$ cat src/rtl/sc_regir_prefetch_if.sv
// Bus-side signal bundle of the prefetching instruction register.
// The master modport drives fetch/control, the slave modport is the IR block itself.
interface sc_regir_prefetch_if #(
  parameter int DATAWIDTH_BUS = 32,
  parameter int DEPTH         = 4
);
  localparam int CW = $clog2(DEPTH) + 1;

  logic                     SC_RegIR_Write_InHigh;
  logic                     SC_RegIR_Load_InHigh;
  logic                     SC_RegIR_Flush_InHigh;
  logic                     SC_RegIR_ENABLE_BUS_A;
  logic                     SC_RegIR_ENABLE_BUS_B;
  logic [DATAWIDTH_BUS-1:0] SC_RegIR_DataBUS_In;

  logic [DATAWIDTH_BUS-1:0] SC_RegIR_DataBUS_Out_A;
  logic [DATAWIDTH_BUS-1:0] SC_RegIR_DataBUS_Out_B;
  logic [1:0]               SC_RegIR_OP;
  logic [4:0]               SC_RegIR_RD;
  logic [2:0]               SC_RegIR_OP2;
  logic [5:0]               SC_RegIR_OP3;
  logic [4:0]               SC_RegIR_RS1;
  logic                     SC_RegIR_BIT13;
  logic [4:0]               SC_RegIR_RS2;
  logic [DATAWIDTH_BUS-1:0] SC_RegIR_SIMM13;
  logic [DATAWIDTH_BUS-1:0] SC_RegIR_DISP22;
  logic [DATAWIDTH_BUS-1:0] SC_RegIR_DISP30;
  logic                     SC_RegIR_Valid;
  logic [CW-1:0]            SC_RegIR_Count;
  logic                     SC_RegIR_Full;
  logic                     SC_RegIR_Empty;
  logic                     SC_RegIR_Overflow;

  modport master (
    output SC_RegIR_Write_InHigh, SC_RegIR_Load_InHigh, SC_RegIR_Flush_InHigh,
           SC_RegIR_ENABLE_BUS_A, SC_RegIR_ENABLE_BUS_B, SC_RegIR_DataBUS_In,
    input  SC_RegIR_DataBUS_Out_A, SC_RegIR_DataBUS_Out_B, SC_RegIR_OP, SC_RegIR_RD,
           SC_RegIR_OP2, SC_RegIR_OP3, SC_RegIR_RS1, SC_RegIR_BIT13, SC_RegIR_RS2,
           SC_RegIR_SIMM13, SC_RegIR_DISP22, SC_RegIR_DISP30, SC_RegIR_Valid,
           SC_RegIR_Count, SC_RegIR_Full, SC_RegIR_Empty, SC_RegIR_Overflow
  );

  modport slave (
    input  SC_RegIR_Write_InHigh, SC_RegIR_Load_InHigh, SC_RegIR_Flush_InHigh,
           SC_RegIR_ENABLE_BUS_A, SC_RegIR_ENABLE_BUS_B, SC_RegIR_DataBUS_In,
    output SC_RegIR_DataBUS_Out_A, SC_RegIR_DataBUS_Out_B, SC_RegIR_OP, SC_RegIR_RD,
           SC_RegIR_OP2, SC_RegIR_OP3, SC_RegIR_RS1, SC_RegIR_BIT13, SC_RegIR_RS2,
           SC_RegIR_SIMM13, SC_RegIR_DISP22, SC_RegIR_DISP30, SC_RegIR_Valid,
           SC_RegIR_Count, SC_RegIR_Full, SC_RegIR_Empty, SC_RegIR_Overflow
  );
endinterface

$ cat src/rtl/sc_regir_prefetch.sv
// Instruction register fed by a DEPTH-entry circular prefetch queue.
// State changes on the falling clock edge; decode outputs follow IR combinationally.
module sc_regir_prefetch #(
  parameter int          DATAWIDTH_BUS    = 32,
  parameter int          DEPTH            = 4,
  parameter logic [31:0] DATA_REGGEN_INIT = 32'h00000000
) (
  input logic                SC_RegIR_CLOCK_50,
  input logic                SC_RegIR_Reset_InHigh,
  sc_regir_prefetch_if.slave bus
);
  localparam int PW = $clog2(DEPTH);
  localparam int CW = PW + 1;
  localparam logic [DATAWIDTH_BUS-1:0] IR_INIT = DATAWIDTH_BUS'(DATA_REGGEN_INIT);

  logic [DATAWIDTH_BUS-1:0] mem_q [DEPTH];
  logic [DATAWIDTH_BUS-1:0] ir_q, ir_d;
  logic [PW-1:0]            wptr_q, wptr_d;
  logic [PW-1:0]            rptr_q, rptr_d;
  logic [CW-1:0]            count_q, count_d;
  logic                     valid_q, valid_d;
  logic                     ovf_q, ovf_d;
  logic                     push_s;
  logic                     full_s;
  logic                     empty_s;
  logic [31:0]              ir32_s;

  assign full_s  = (count_q == CW'(DEPTH));
  assign empty_s = (count_q == CW'(0));

  always_comb begin
    ir_d    = ir_q;
    wptr_d  = wptr_q;
    rptr_d  = rptr_q;
    count_d = count_q;
    valid_d = valid_q;
    ovf_d   = ovf_q;
    push_s  = 1'b0;
    if (bus.SC_RegIR_Flush_InHigh) begin
      ir_d    = IR_INIT;
      wptr_d  = '0;
      rptr_d  = '0;
      count_d = '0;
      valid_d = 1'b0;
      ovf_d   = 1'b0;
    end else begin
      case ({bus.SC_RegIR_Write_InHigh, bus.SC_RegIR_Load_InHigh})
        2'b10: begin
          if (!full_s) begin
            push_s  = 1'b1;
            wptr_d  = wptr_q + PW'(1);
            count_d = count_q + CW'(1);
          end else begin
            ovf_d = 1'b1;
          end
        end
        2'b01: begin
          if (!empty_s) begin
            ir_d    = mem_q[rptr_q];
            rptr_d  = rptr_q + PW'(1);
            count_d = count_q - CW'(1);
            valid_d = 1'b1;
          end else begin
            valid_d = 1'b0;
          end
        end
        2'b11: begin
          // An empty queue forwards the bus word straight into IR; otherwise the
          // pop frees a slot (even when full), so the push always lands.
          if (empty_s) begin
            ir_d    = bus.SC_RegIR_DataBUS_In;
            valid_d = 1'b1;
          end else begin
            push_s  = 1'b1;
            ir_d    = mem_q[rptr_q];
            wptr_d  = wptr_q + PW'(1);
            rptr_d  = rptr_q + PW'(1);
            valid_d = 1'b1;
          end
        end
        default: begin
          ir_d = ir_q;
        end
      endcase
    end
  end

  always_ff @(negedge SC_RegIR_CLOCK_50 or posedge SC_RegIR_Reset_InHigh) begin
    if (SC_RegIR_Reset_InHigh) begin
      ir_q    <= IR_INIT;
      wptr_q  <= '0;
      rptr_q  <= '0;
      count_q <= '0;
      valid_q <= 1'b0;
      ovf_q   <= 1'b0;
    end else begin
      ir_q    <= ir_d;
      wptr_q  <= wptr_d;
      rptr_q  <= rptr_d;
      count_q <= count_d;
      valid_q <= valid_d;
      ovf_q   <= ovf_d;
    end
  end

  // Queue storage carries no reset: stale entries are never reachable through rptr.
  always_ff @(negedge SC_RegIR_CLOCK_50) begin
    if (push_s && !SC_RegIR_Reset_InHigh) begin
      mem_q[wptr_q] <= bus.SC_RegIR_DataBUS_In;
    end
  end

  assign ir32_s = ir_q[31:0];

  assign bus.SC_RegIR_DataBUS_Out_A = bus.SC_RegIR_ENABLE_BUS_A ? ir_q : '0;
  assign bus.SC_RegIR_DataBUS_Out_B = bus.SC_RegIR_ENABLE_BUS_B ? ir_q : '0;
  assign bus.SC_RegIR_OP     = ir32_s[31:30];
  assign bus.SC_RegIR_RD     = ir32_s[29:25];
  assign bus.SC_RegIR_OP2    = ir32_s[24:22];
  assign bus.SC_RegIR_OP3    = ir32_s[24:19];
  assign bus.SC_RegIR_RS1    = ir32_s[18:14];
  assign bus.SC_RegIR_BIT13  = ir32_s[13];
  assign bus.SC_RegIR_RS2    = ir32_s[4:0];
  assign bus.SC_RegIR_SIMM13 = {{(DATAWIDTH_BUS-13){ir32_s[12]}}, ir32_s[12:0]};
  assign bus.SC_RegIR_DISP22 = {{(DATAWIDTH_BUS-22){ir32_s[21]}}, ir32_s[21:0]};
  assign bus.SC_RegIR_DISP30 = {{(DATAWIDTH_BUS-30){ir32_s[29]}}, ir32_s[29:0]};
  assign bus.SC_RegIR_Valid    = valid_q;
  assign bus.SC_RegIR_Count    = count_q;
  assign bus.SC_RegIR_Full     = full_s;
  assign bus.SC_RegIR_Empty    = empty_s;
  assign bus.SC_RegIR_Overflow = ovf_q;
endmodule

$ cat src/flat_wrapper.sv
// flat-port wrapper written by rule: the top's interface ports become plain ports
module sc_regir_prefetch_flat 
#(
  parameter int          DATAWIDTH_BUS    = 32,
  parameter int          DEPTH            = 4,
  parameter logic [31:0] DATA_REGGEN_INIT = 32'h00000000
)
  (SC_RegIR_CLOCK_50, SC_RegIR_Reset_InHigh, bus_SC_RegIR_Write_InHigh, bus_SC_RegIR_Load_InHigh, bus_SC_RegIR_Flush_InHigh, bus_SC_RegIR_ENABLE_BUS_A, bus_SC_RegIR_ENABLE_BUS_B, bus_SC_RegIR_DataBUS_In, bus_SC_RegIR_DataBUS_Out_A, bus_SC_RegIR_DataBUS_Out_B, bus_SC_RegIR_OP, bus_SC_RegIR_RD, bus_SC_RegIR_OP2, bus_SC_RegIR_OP3, bus_SC_RegIR_RS1, bus_SC_RegIR_BIT13, bus_SC_RegIR_RS2, bus_SC_RegIR_SIMM13, bus_SC_RegIR_DISP22, bus_SC_RegIR_DISP30, bus_SC_RegIR_Valid, bus_SC_RegIR_Count, bus_SC_RegIR_Full, bus_SC_RegIR_Empty, bus_SC_RegIR_Overflow);
  sc_regir_prefetch_if #(.DATAWIDTH_BUS(DATAWIDTH_BUS), .DEPTH(DEPTH)) bus_i ();
  input logic SC_RegIR_CLOCK_50;
  input logic SC_RegIR_Reset_InHigh;
  input wire logic [$bits(bus_i.SC_RegIR_Write_InHigh)-1:0] bus_SC_RegIR_Write_InHigh;
  input wire logic [$bits(bus_i.SC_RegIR_Load_InHigh)-1:0] bus_SC_RegIR_Load_InHigh;
  input wire logic [$bits(bus_i.SC_RegIR_Flush_InHigh)-1:0] bus_SC_RegIR_Flush_InHigh;
  input wire logic [$bits(bus_i.SC_RegIR_ENABLE_BUS_A)-1:0] bus_SC_RegIR_ENABLE_BUS_A;
  input wire logic [$bits(bus_i.SC_RegIR_ENABLE_BUS_B)-1:0] bus_SC_RegIR_ENABLE_BUS_B;
  input wire logic [$bits(bus_i.SC_RegIR_DataBUS_In)-1:0] bus_SC_RegIR_DataBUS_In;
  output wire logic [$bits(bus_i.SC_RegIR_DataBUS_Out_A)-1:0] bus_SC_RegIR_DataBUS_Out_A;
  output wire logic [$bits(bus_i.SC_RegIR_DataBUS_Out_B)-1:0] bus_SC_RegIR_DataBUS_Out_B;
  output wire logic [$bits(bus_i.SC_RegIR_OP)-1:0] bus_SC_RegIR_OP;
  output wire logic [$bits(bus_i.SC_RegIR_RD)-1:0] bus_SC_RegIR_RD;
  output wire logic [$bits(bus_i.SC_RegIR_OP2)-1:0] bus_SC_RegIR_OP2;
  output wire logic [$bits(bus_i.SC_RegIR_OP3)-1:0] bus_SC_RegIR_OP3;
  output wire logic [$bits(bus_i.SC_RegIR_RS1)-1:0] bus_SC_RegIR_RS1;
  output wire logic [$bits(bus_i.SC_RegIR_BIT13)-1:0] bus_SC_RegIR_BIT13;
  output wire logic [$bits(bus_i.SC_RegIR_RS2)-1:0] bus_SC_RegIR_RS2;
  output wire logic [$bits(bus_i.SC_RegIR_SIMM13)-1:0] bus_SC_RegIR_SIMM13;
  output wire logic [$bits(bus_i.SC_RegIR_DISP22)-1:0] bus_SC_RegIR_DISP22;
  output wire logic [$bits(bus_i.SC_RegIR_DISP30)-1:0] bus_SC_RegIR_DISP30;
  output wire logic [$bits(bus_i.SC_RegIR_Valid)-1:0] bus_SC_RegIR_Valid;
  output wire logic [$bits(bus_i.SC_RegIR_Count)-1:0] bus_SC_RegIR_Count;
  output wire logic [$bits(bus_i.SC_RegIR_Full)-1:0] bus_SC_RegIR_Full;
  output wire logic [$bits(bus_i.SC_RegIR_Empty)-1:0] bus_SC_RegIR_Empty;
  output wire logic [$bits(bus_i.SC_RegIR_Overflow)-1:0] bus_SC_RegIR_Overflow;
  assign bus_i.SC_RegIR_Write_InHigh = bus_SC_RegIR_Write_InHigh;
  assign bus_i.SC_RegIR_Load_InHigh = bus_SC_RegIR_Load_InHigh;
  assign bus_i.SC_RegIR_Flush_InHigh = bus_SC_RegIR_Flush_InHigh;
  assign bus_i.SC_RegIR_ENABLE_BUS_A = bus_SC_RegIR_ENABLE_BUS_A;
  assign bus_i.SC_RegIR_ENABLE_BUS_B = bus_SC_RegIR_ENABLE_BUS_B;
  assign bus_i.SC_RegIR_DataBUS_In = bus_SC_RegIR_DataBUS_In;
  assign bus_SC_RegIR_DataBUS_Out_A = bus_i.SC_RegIR_DataBUS_Out_A;
  assign bus_SC_RegIR_DataBUS_Out_B = bus_i.SC_RegIR_DataBUS_Out_B;
  assign bus_SC_RegIR_OP = bus_i.SC_RegIR_OP;
  assign bus_SC_RegIR_RD = bus_i.SC_RegIR_RD;
  assign bus_SC_RegIR_OP2 = bus_i.SC_RegIR_OP2;
  assign bus_SC_RegIR_OP3 = bus_i.SC_RegIR_OP3;
  assign bus_SC_RegIR_RS1 = bus_i.SC_RegIR_RS1;
  assign bus_SC_RegIR_BIT13 = bus_i.SC_RegIR_BIT13;
  assign bus_SC_RegIR_RS2 = bus_i.SC_RegIR_RS2;
  assign bus_SC_RegIR_SIMM13 = bus_i.SC_RegIR_SIMM13;
  assign bus_SC_RegIR_DISP22 = bus_i.SC_RegIR_DISP22;
  assign bus_SC_RegIR_DISP30 = bus_i.SC_RegIR_DISP30;
  assign bus_SC_RegIR_Valid = bus_i.SC_RegIR_Valid;
  assign bus_SC_RegIR_Count = bus_i.SC_RegIR_Count;
  assign bus_SC_RegIR_Full = bus_i.SC_RegIR_Full;
  assign bus_SC_RegIR_Empty = bus_i.SC_RegIR_Empty;
  assign bus_SC_RegIR_Overflow = bus_i.SC_RegIR_Overflow;
  sc_regir_prefetch #(.DATAWIDTH_BUS(DATAWIDTH_BUS), .DEPTH(DEPTH), .DATA_REGGEN_INIT(DATA_REGGEN_INIT)) u_core (.SC_RegIR_CLOCK_50(SC_RegIR_CLOCK_50), .SC_RegIR_Reset_InHigh(SC_RegIR_Reset_InHigh), .bus(bus_i));
endmodule
$ cat config.mk
export PLATFORM = sky130hd
export DESIGN_NAME = sc_regir_prefetch_flat
export DESIGN_NICKNAME = d
export VERILOG_FILES = /design/src/rtl/sc_regir_prefetch_if.sv /design/src/rtl/sc_regir_prefetch.sv /design/src/flat_wrapper.sv
export SDC_FILE = /design/constraint.sdc
export NUM_CORES = 1
export LEC_CHECK = 0
export BUFFER_PORTS_ARGS = -buffer_cell sky130_fd_sc_hd__buf_4
export CAP_MARGIN = 30
export CORE_MARGIN = 1.5
export CORE_UTILIZATION = 52
export DETAILED_ROUTE_END_ITERATION = 16
export GPL_ROUTABILITY_DRIVEN = 0
export PLACE_DENSITY = 0.88
export SLEW_MARGIN = 5
export SYNTH_ARGS = -nofsm -noshare
export SYNTH_HDL_FRONTEND = slang
export SYNTH_SLANG_ARGS = --single-unit
export TNS_END_PERCENT = 10
$ cat constraint.sdc
create_clock -name SC_RegIR_CLOCK_50 -period 2.8 [get_ports SC_RegIR_CLOCK_50]
set_clock_uncertainty 0.2 [all_clocks]
set_input_delay 0.42 -clock SC_RegIR_CLOCK_50 [delete_from_list [all_inputs] [get_ports SC_RegIR_CLOCK_50]]
set_output_delay 0.42 -clock SC_RegIR_CLOCK_50 [all_outputs]
set_load 0.05 [all_outputs]
==> impl_metrics.ini, run 1 <==
[run_status]
run_status = complete, but fails checks
failing_checks = negative setup slack

[sta]
setup_total_negative_slack_ps = -94680
maxSlewViolCount = 0
timing_hold_violations_final = 0
worstMarginPinSlew_ps = 523
setup_repair_after_global_routing_missed_its_margin = true
report.final.setup_viol = 334
slew-limit-headroom_pct = 65.1
worst_setup_slack_final_ps = -565

[drt]
drc = 0
first_iter_violations = 589
avgRoutedWirePerCell_um = 22.4
drt.antenna.violating_nets = 0
routed-via-count = 5990
length_of_the_first_detailed_routing_pass_in_iterations = 5
vias_per_cell = 5.63
wl_final_um = 23800

[clock_network]
cts.sink_count = 169
htree_num_levels = 4
insertion_delay_ps = 510
tritoncts = built
clk_root_buffer_cell = sky130_fd_sc_hd__clkbuf_16
clk_pin_slew_worst_paths_ps = 60
cts-buffers-inserted = 17
clock_path_buffers = 2
postCtsHoldBufs = 0

[placed_design]
number_of_placed_cells_counting_well_taps = 899
dpl_cell_area_mm2 = 0.00966
io_buffers = 232
dp_worst_setup_slack_ps = -598
dp_hpwl_um = 12500

[finish]
fillerInstances = 716
total_non_filler_cell_area_in_the_finished_layout_mm2 = 0.0117
num-nets-final = 911
area_growth_pct = 47.4
stdcell_count = 1064
layout-drive-gt1-share_pct = 46.0
insertedDiodeCount = 0

[die]
chipHeight_um = 126
num_rows = 44
die-width_um = 126
floorplan.io_pins = 233
dieArea_mm2 = 0.0160
coreArea_mm2 = 0.0147
initial_standard_cell_utilization_of_the_core_pct = 53.8

[power_and_ir_drop]
power.static_leakage_nw = 5.23
power_per_cell_area_mw_per_mm2 = 796
vdd.ir_drop.worst_uv = 576
power_mw = 9.28

[global_routing]
largest_net_degree_at_the_start_of_global_routing = 35
grt_pass1_wl_um = 36200
global_route.overflow_total = 0
grt.total_usage_pct = 30.7
grt_antenna_before_repair = 0
grt_pass1_vias = 6368

[yosys]
synth_compound_gate_area_share_pct = 3.92
synth_largest_area_cell = sky130_fd_sc_hd__edfxtp_1
syn_area_mm2 = 0.00792
synth-seq-area-share_pct = 61.5
syn_area_per_cell_um2 = 14.7
synth-xor-area-share_pct = 0.664
synth-simple-area-share_pct = 8.33
synth_enable_flop_cells = 128
synth_common_cells = sky130_fd_sc_hd__edfxtp_1, sky130_fd_sc_hd__buf_4, sky130_fd_sc_hd__and2_1
synth_most_common_cell = sky130_fd_sc_hd__edfxtp_1
synth.lib_cells_used.distinct = 31
synth-main-ff-cell = sky130_fd_sc_hd__edfxtp_1
ys_seq_elements = 169
ys_async_sr_fraction_pct = 24.3
postSynthNetCount = 583
synth_adder_area_share_pct = 0.885
synthDominantCellAreaShare_pct = 48.6
ys_warn_count = 0
syn-instance-count = 539
dominant_combinational_cell_family_by_area_after_synthesis = multiplexers
yosys-mux-area-fraction_pct = 13.3
yosys-top-cells-area = sky130_fd_sc_hd__edfxtp_1, sky130_fd_sc_hd__dfrtn_1, sky130_fd_sc_hd__mux4_2, sky130_fd_sc_hd__buf_4, sky130_fd_sc_hd__and2_1

[worst_setup_path]
timing.setup.critical_path_class = reg2out
category_of_the_worst_setup_path_launch_point = flop
critPathArrivalTime_ps = 2750
cp_cell_sequence = buf_4 > and2_4 > buf_8
endpoint_kind = output pin
slowest_delay_ps = 480
worstPathRequired_ps = 2180
timing.critical_path.slowest_stage_cell = sky130_fd_sc_hd__dfrtn_1
worst-path-max-fanout = 3

[flow_run]
timing.max_cap.violations = 0

[min_path]
worst_hold_path_type = reg2reg
[path summary, 6_finish.rpt]
check | startpoint | end | slack (ps) | cells past startpoint
min reg2reg | u_core.bus.SC_RegIR_Overflow$_DFFE_NP0P_ | u_core.bus.SC_RegIR_Overflow$_DFFE_NP0P_ | 280 | 2
max | u_core.ir32_s[12]$_DFFE_NP0P_ | bus_SC_RegIR_DataBUS_Out_A[12] | -570 | 3
min in group asynchronous | SC_RegIR_Reset_InHigh | u_core.ir32_s[11]$_DFFE_NP0P_ | 1260 | 4
max in group asynchronous | SC_RegIR_Reset_InHigh | u_core.ir32_s[10]$_DFFE_NP0P_ | 900 | 4
max reg2reg | u_core.bus.SC_RegIR_Count[2]$_DFFE_NP0P_ | u_core.mem_q[0][18]$_DFFE_NP_ | 580 | 8
min | u_core.bus.SC_RegIR_Overflow$_DFFE_NP0P_ | u_core.bus.SC_RegIR_Overflow$_DFFE_NP0P_ | 280 | 2
[flip-flops by register name, summed over array words and instances (netlist names)]
name,cells
u_core.mem_q,128
u_core.ir32_s,32
u_core.bus.SC_RegIR_Count,3
u_core.rptr_q,2
u_core.wptr_q,2
u_core.bus.SC_RegIR_Overflow,1
u_core.bus.SC_RegIR_Valid,1
[worst max-delay path, delay by kind of cell (launching register included)]
| family | cells | cell delay (ps) |
|---|---|---|
| buffers and inverters | 2 | 290 |
| flip-flops | 1 | 480 |
| AND/OR/NAND/NOR | 1 | 150 |
[through the flow]
step	utilization (%)	hold WS, ps
finish	79.4	276
global route	79.4	343
CTS	78.7	274
detailed placement	65.7	254
global placement	65.7	243
floorplan	-	302
[cell usage in the layout, fill, tap and decap left out, types with 3 or more instances in the layout]
cell	n
sky130_fd_sc_hd__a21oi_1	3
sky130_fd_sc_hd__and2_4	12
sky130_fd_sc_hd__mux2i_1	28
sky130_fd_sc_hd__a211oi_2	5
sky130_fd_sc_hd__mux4_2	32
sky130_fd_sc_hd__dfrtn_1	41
sky130_fd_sc_hd__and2_1	55
sky130_fd_sc_hd__edfxtp_1	128
sky130_fd_sc_hd__buf_12	16
sky130_fd_sc_hd__inv_4	3
sky130_fd_sc_hd__buf_6	121
sky130_fd_sc_hd__ha_1	4
sky130_fd_sc_hd__buf_4	141
sky130_fd_sc_hd__buf_8	27
sky130_fd_sc_hd__bufinv_16	4
sky130_fd_sc_hd__clkbuf_16	17
sky130_fd_sc_hd__mux2i_2	3
sky130_fd_sc_hd__xor2_1	3
sky130_fd_sc_hd__inv_1	131
sky130_fd_sc_hd__a211oi_1	28
sky130_fd_sc_hd__nor2_1	43
[final cells by class]
type                            instances  area, um^2  area share [%]
Clock inverter                        142         674            5.78
Multi-Input combinational cell        241        2300            19.7
Clock buffer                           18         429            3.68
Inverter                                5        18.8           0.161
Tap cell                              184         230            1.97
Timing Repair Buffer                  305        3150            27.0
Sequential cell                       169        4870            41.7
[per-layer routing]
metal	wire length, um	global-route usage (%)	part of all wire [%]	vias up
met3	1910	5.48	8.0	82
li1	-	-	-	2519
met4	1050	19.9	4.4	0
met2	12800	54.9	54	446
met5	0	0	0	-
met1	8050	33.8	34	2943
[logic make-up after synthesis]
kind of cell	after synthesis
xor gates and xnor gates	6
AOI/OAI and AO/OA	43
DFF	169
adders and majority gates	5
buffers and inverters	129
muxes	65
and+or+nand+nor	122
[power by group]
part | switching, mW | leakage, nW | internal [mW] | total [mW]
Combinational | 1.82 | 2.55 | 1.09 | 2.91
Sequential | 0.106 | 1.69 | 2.83 | 2.93
Clock | 1.69 | 0.987 | 1.75 | 3.44
Total | 3.62 | 5.23 | 5.67 | 9.28
[timing repair]
action	in CTS	in global routing
setup buffers	4	1
gates resized for setup	199	26
pin swaps	6	2
setup endpoints to repair	330	349
cloned	1	0
Power figures use the tool's default switching activity.
==> run 2: changes to the inputs <==
--- a/config.mk
+++ b/config.mk
@@ -12,6 +12,7 @@
 export DETAILED_ROUTE_END_ITERATION = 16
 export GPL_ROUTABILITY_DRIVEN = 0
 export PLACE_DENSITY = 0.88
+export SETUP_SLACK_MARGIN = 0.4
 export SLEW_MARGIN = 5
 export SYNTH_ARGS = -nofsm -noshare
 export SYNTH_HDL_FRONTEND = slang
==> constraint.sdc (replaced) <==
create_clock -name SC_RegIR_CLOCK_50 -period 3.55 [get_ports SC_RegIR_CLOCK_50]
set_clock_uncertainty 0.2 [all_clocks]
set_input_delay 0.5325 -clock SC_RegIR_CLOCK_50 [delete_from_list [all_inputs] [get_ports SC_RegIR_CLOCK_50]]
set_output_delay 0.5325 -clock SC_RegIR_CLOCK_50 [all_outputs]
set_load 0.05 [all_outputs]
==> run 2 against run 1 <==
The flow still finishes with violations (negative setup slack). Largest cell class unchanged. Combinational power down 19%. Routed wire length is 5.1% higher. Power is 21% lower.
==> impl_metrics.ini, run 2 (synthesis results as in run 1) <==
[run_status]
run_status = complete, but fails checks
failing_checks = negative setup slack

[finish]
stdcell_count = 1050
sequential_cell_area_mm2 = 0.00487
multiInputGateArea_mm2 = 0.00259
insertedDiodeCount = 0
fillerInstances = 697
final_cell_mix = sky130_fd_sc_hd__buf_4, sky130_fd_sc_hd__inv_1, sky130_fd_sc_hd__edfxtp_1, sky130_fd_sc_hd__buf_6, sky130_fd_sc_hd__and2_1
largest_register_ff_count = 128
layout-drive-gt1-share_pct = 49.8
layout_commonest_cell = sky130_fd_sc_hd__buf_4
final_core_util_pct = 80.6
regMostFlops = u_core.mem_q
num-nets-final = 897
area_growth_pct = 49.6

[global_routing]
largest_net_degree_at_the_start_of_global_routing = 44
grt_antenna_before_repair = 0
grt_pass1_vias = 5922
grt_use_met3_pct = 7.04
grt_pass1_wl_um = 33600
grt.total_usage_pct = 28.1
globalRoute.busiestLayer = met2
global_route.overflow_total = 0
groute.layer.met2.usage_pct = 51.4
globalRouteMet1Util_pct = 31.3

[worst_setup_path]
critPathArrivalTime_ps = 3130
largest_delay_contributor_family_on_the_critical_path = flip-flops
endpoint_kind = output pin
worst-path-max-fanout = 4
r2r_cells = 7
slowest_delay_ps = 460
worstPathRequired_ps = 2820
cp_num_buf_inv = 2
cp_cell_sequence = buf_6 > and2_2 > buf_8
crit_cells = 3
category_of_the_worst_setup_path_launch_point = flop
timing.critical_path.slowest_stage_cell = sky130_fd_sc_hd__dfrtn_1
timing.setup.critical_path_class = reg2out

[clock_network]
htree_num_levels = 4
postCtsHoldBufs = 0
cts-buffers-inserted = 17
clock_path_buffers = 2
clk_pin_slew_worst_paths_ps = 60
cts.sink_count = 169
insertion_delay_ps = 520
clk_root_buffer_cell = sky130_fd_sc_hd__clkbuf_16
tritoncts = built

[placed_design]
number_of_placed_cells_counting_well_taps = 864
dp_worst_setup_slack_ps = -391
dp_hpwl_um = 12200
io_buffers = 232

[drt]
routed-via-count = 5999
length_of_the_first_detailed_routing_pass_in_iterations = 5
vias_per_cell = 5.71
first_iter_violations = 654
drt.antenna.violating_nets = 0
avgRoutedWirePerCell_um = 23.8
drc = 0
wl_final_um = 25000

[die]
initial_standard_cell_utilization_of_the_core_pct = 53.8
num_rows = 44
chipHeight_um = 126
coreArea_mm2 = 0.0147
die-width_um = 126
dieArea_mm2 = 0.0160
floorplan.io_pins = 233

[flow_run]
timing.max_cap.violations = 0

[sta]
maxSlewViolCount = 0
report.final.setup_viol = 192
setup_repair_after_global_routing_missed_its_margin = true
worst_setup_slack_final_ps = -310
slew-limit-headroom_pct = 54.1
setup_total_negative_slack_ps = -35150
timing_hold_violations_final = 0
fin_worst_hold_slack_ps = 296
worstMarginPinSlew_ps = 688

[min_path]
worst_hold_path_type = reg2reg
worstHoldPathCells = 2

[power_and_ir_drop]
vdd.ir_drop.worst_uv = 682
power.static_leakage_nw = 5.21
power_per_cell_area_mw_per_mm2 = 617
-- run 2: per-layer routing --
layer | vias to the layer above | share of wire [%]
met2 | 479 | 54
met1 | 2953 | 34
met5 | - | 0
met4 | 0 | 3.3
met3 | 76 | 8.5
li1 | 2491 | -
-- run 2: final cells by class --
| cell class | instances | area share (%) |
|---|---|---|
| Timing Repair Buffer | 291 | 25.9 |
| Multi-Input combinational cell | 241 | 21.9 |
| Clock inverter | 140 | 4.98 |
| Sequential cell | 169 | 41.1 |
| Clock buffer | 20 | 4.05 |
| Inverter | 5 | 0.158 |
| Tap cell | 184 | 1.94 |
-- run 2: path summary, 6_finish.rpt --
| kind | slack (ps) | endpoint | from |
|---|---|---|---|
| setup / recovery | -310 | bus_SC_RegIR_DataBUS_Out_A[21] | u_core.ir32_s[21]$_DFFE_NP0P_ |
| hold / removal | 300 | u_core.bus.SC_RegIR_Overflow$_DFFE_NP0P_ | u_core.bus.SC_RegIR_Overflow$_DFFE_NP0P_ |
| setup reg to reg | 1210 | u_core.mem_q[0][22]$_DFFE_NP_ | u_core.bus.SC_RegIR_Count[2]$_DFFE_NP0P_ |
| hold reg to reg | 300 | u_core.bus.SC_RegIR_Overflow$_DFFE_NP0P_ | u_core.bus.SC_RegIR_Overflow$_DFFE_NP0P_ |
| max in group asynchronous | 1020 | u_core.ir32_s[26]$_DFFE_NP0P_ | SC_RegIR_Reset_InHigh |
| min in group asynchronous | 1590 | u_core.bus.SC_RegIR_Overflow$_DFFE_NP0P_ | SC_RegIR_Reset_InHigh |
-- run 2: tightest hold or removal path, delay by kind of cell (launching register included) --
family,cells,cell delay [ps]
flops,1,430
simple gates,1,90
compound gates,1,50
-- run 2: repair_timing --
action | 4_1_cts | 5_1_grt
gates cloned | 1 | 0
resized for setup | 176 | 113
pin swaps | 37 | 45
setup buffers | 6 | 20
setup endpoints to repair | 357 | 359
-- run 2: per-stage QoR --
step	power [mW]	instance area, um^2
floorplan	4.06	7970
global placement	4.43	9390
detailed placement	4.46	9390
CTS	6.92	11200
global route	7.53	11800
finish	7.31	11800
-- run 2: power breakdown --
group          total [mW]  leakage, nW  internal (mW)  switching [mW]
registers            2.32         1.69           2.23          0.0913
clock network        2.62        0.970           1.25            1.37
logic                2.36         2.55          0.885            1.48
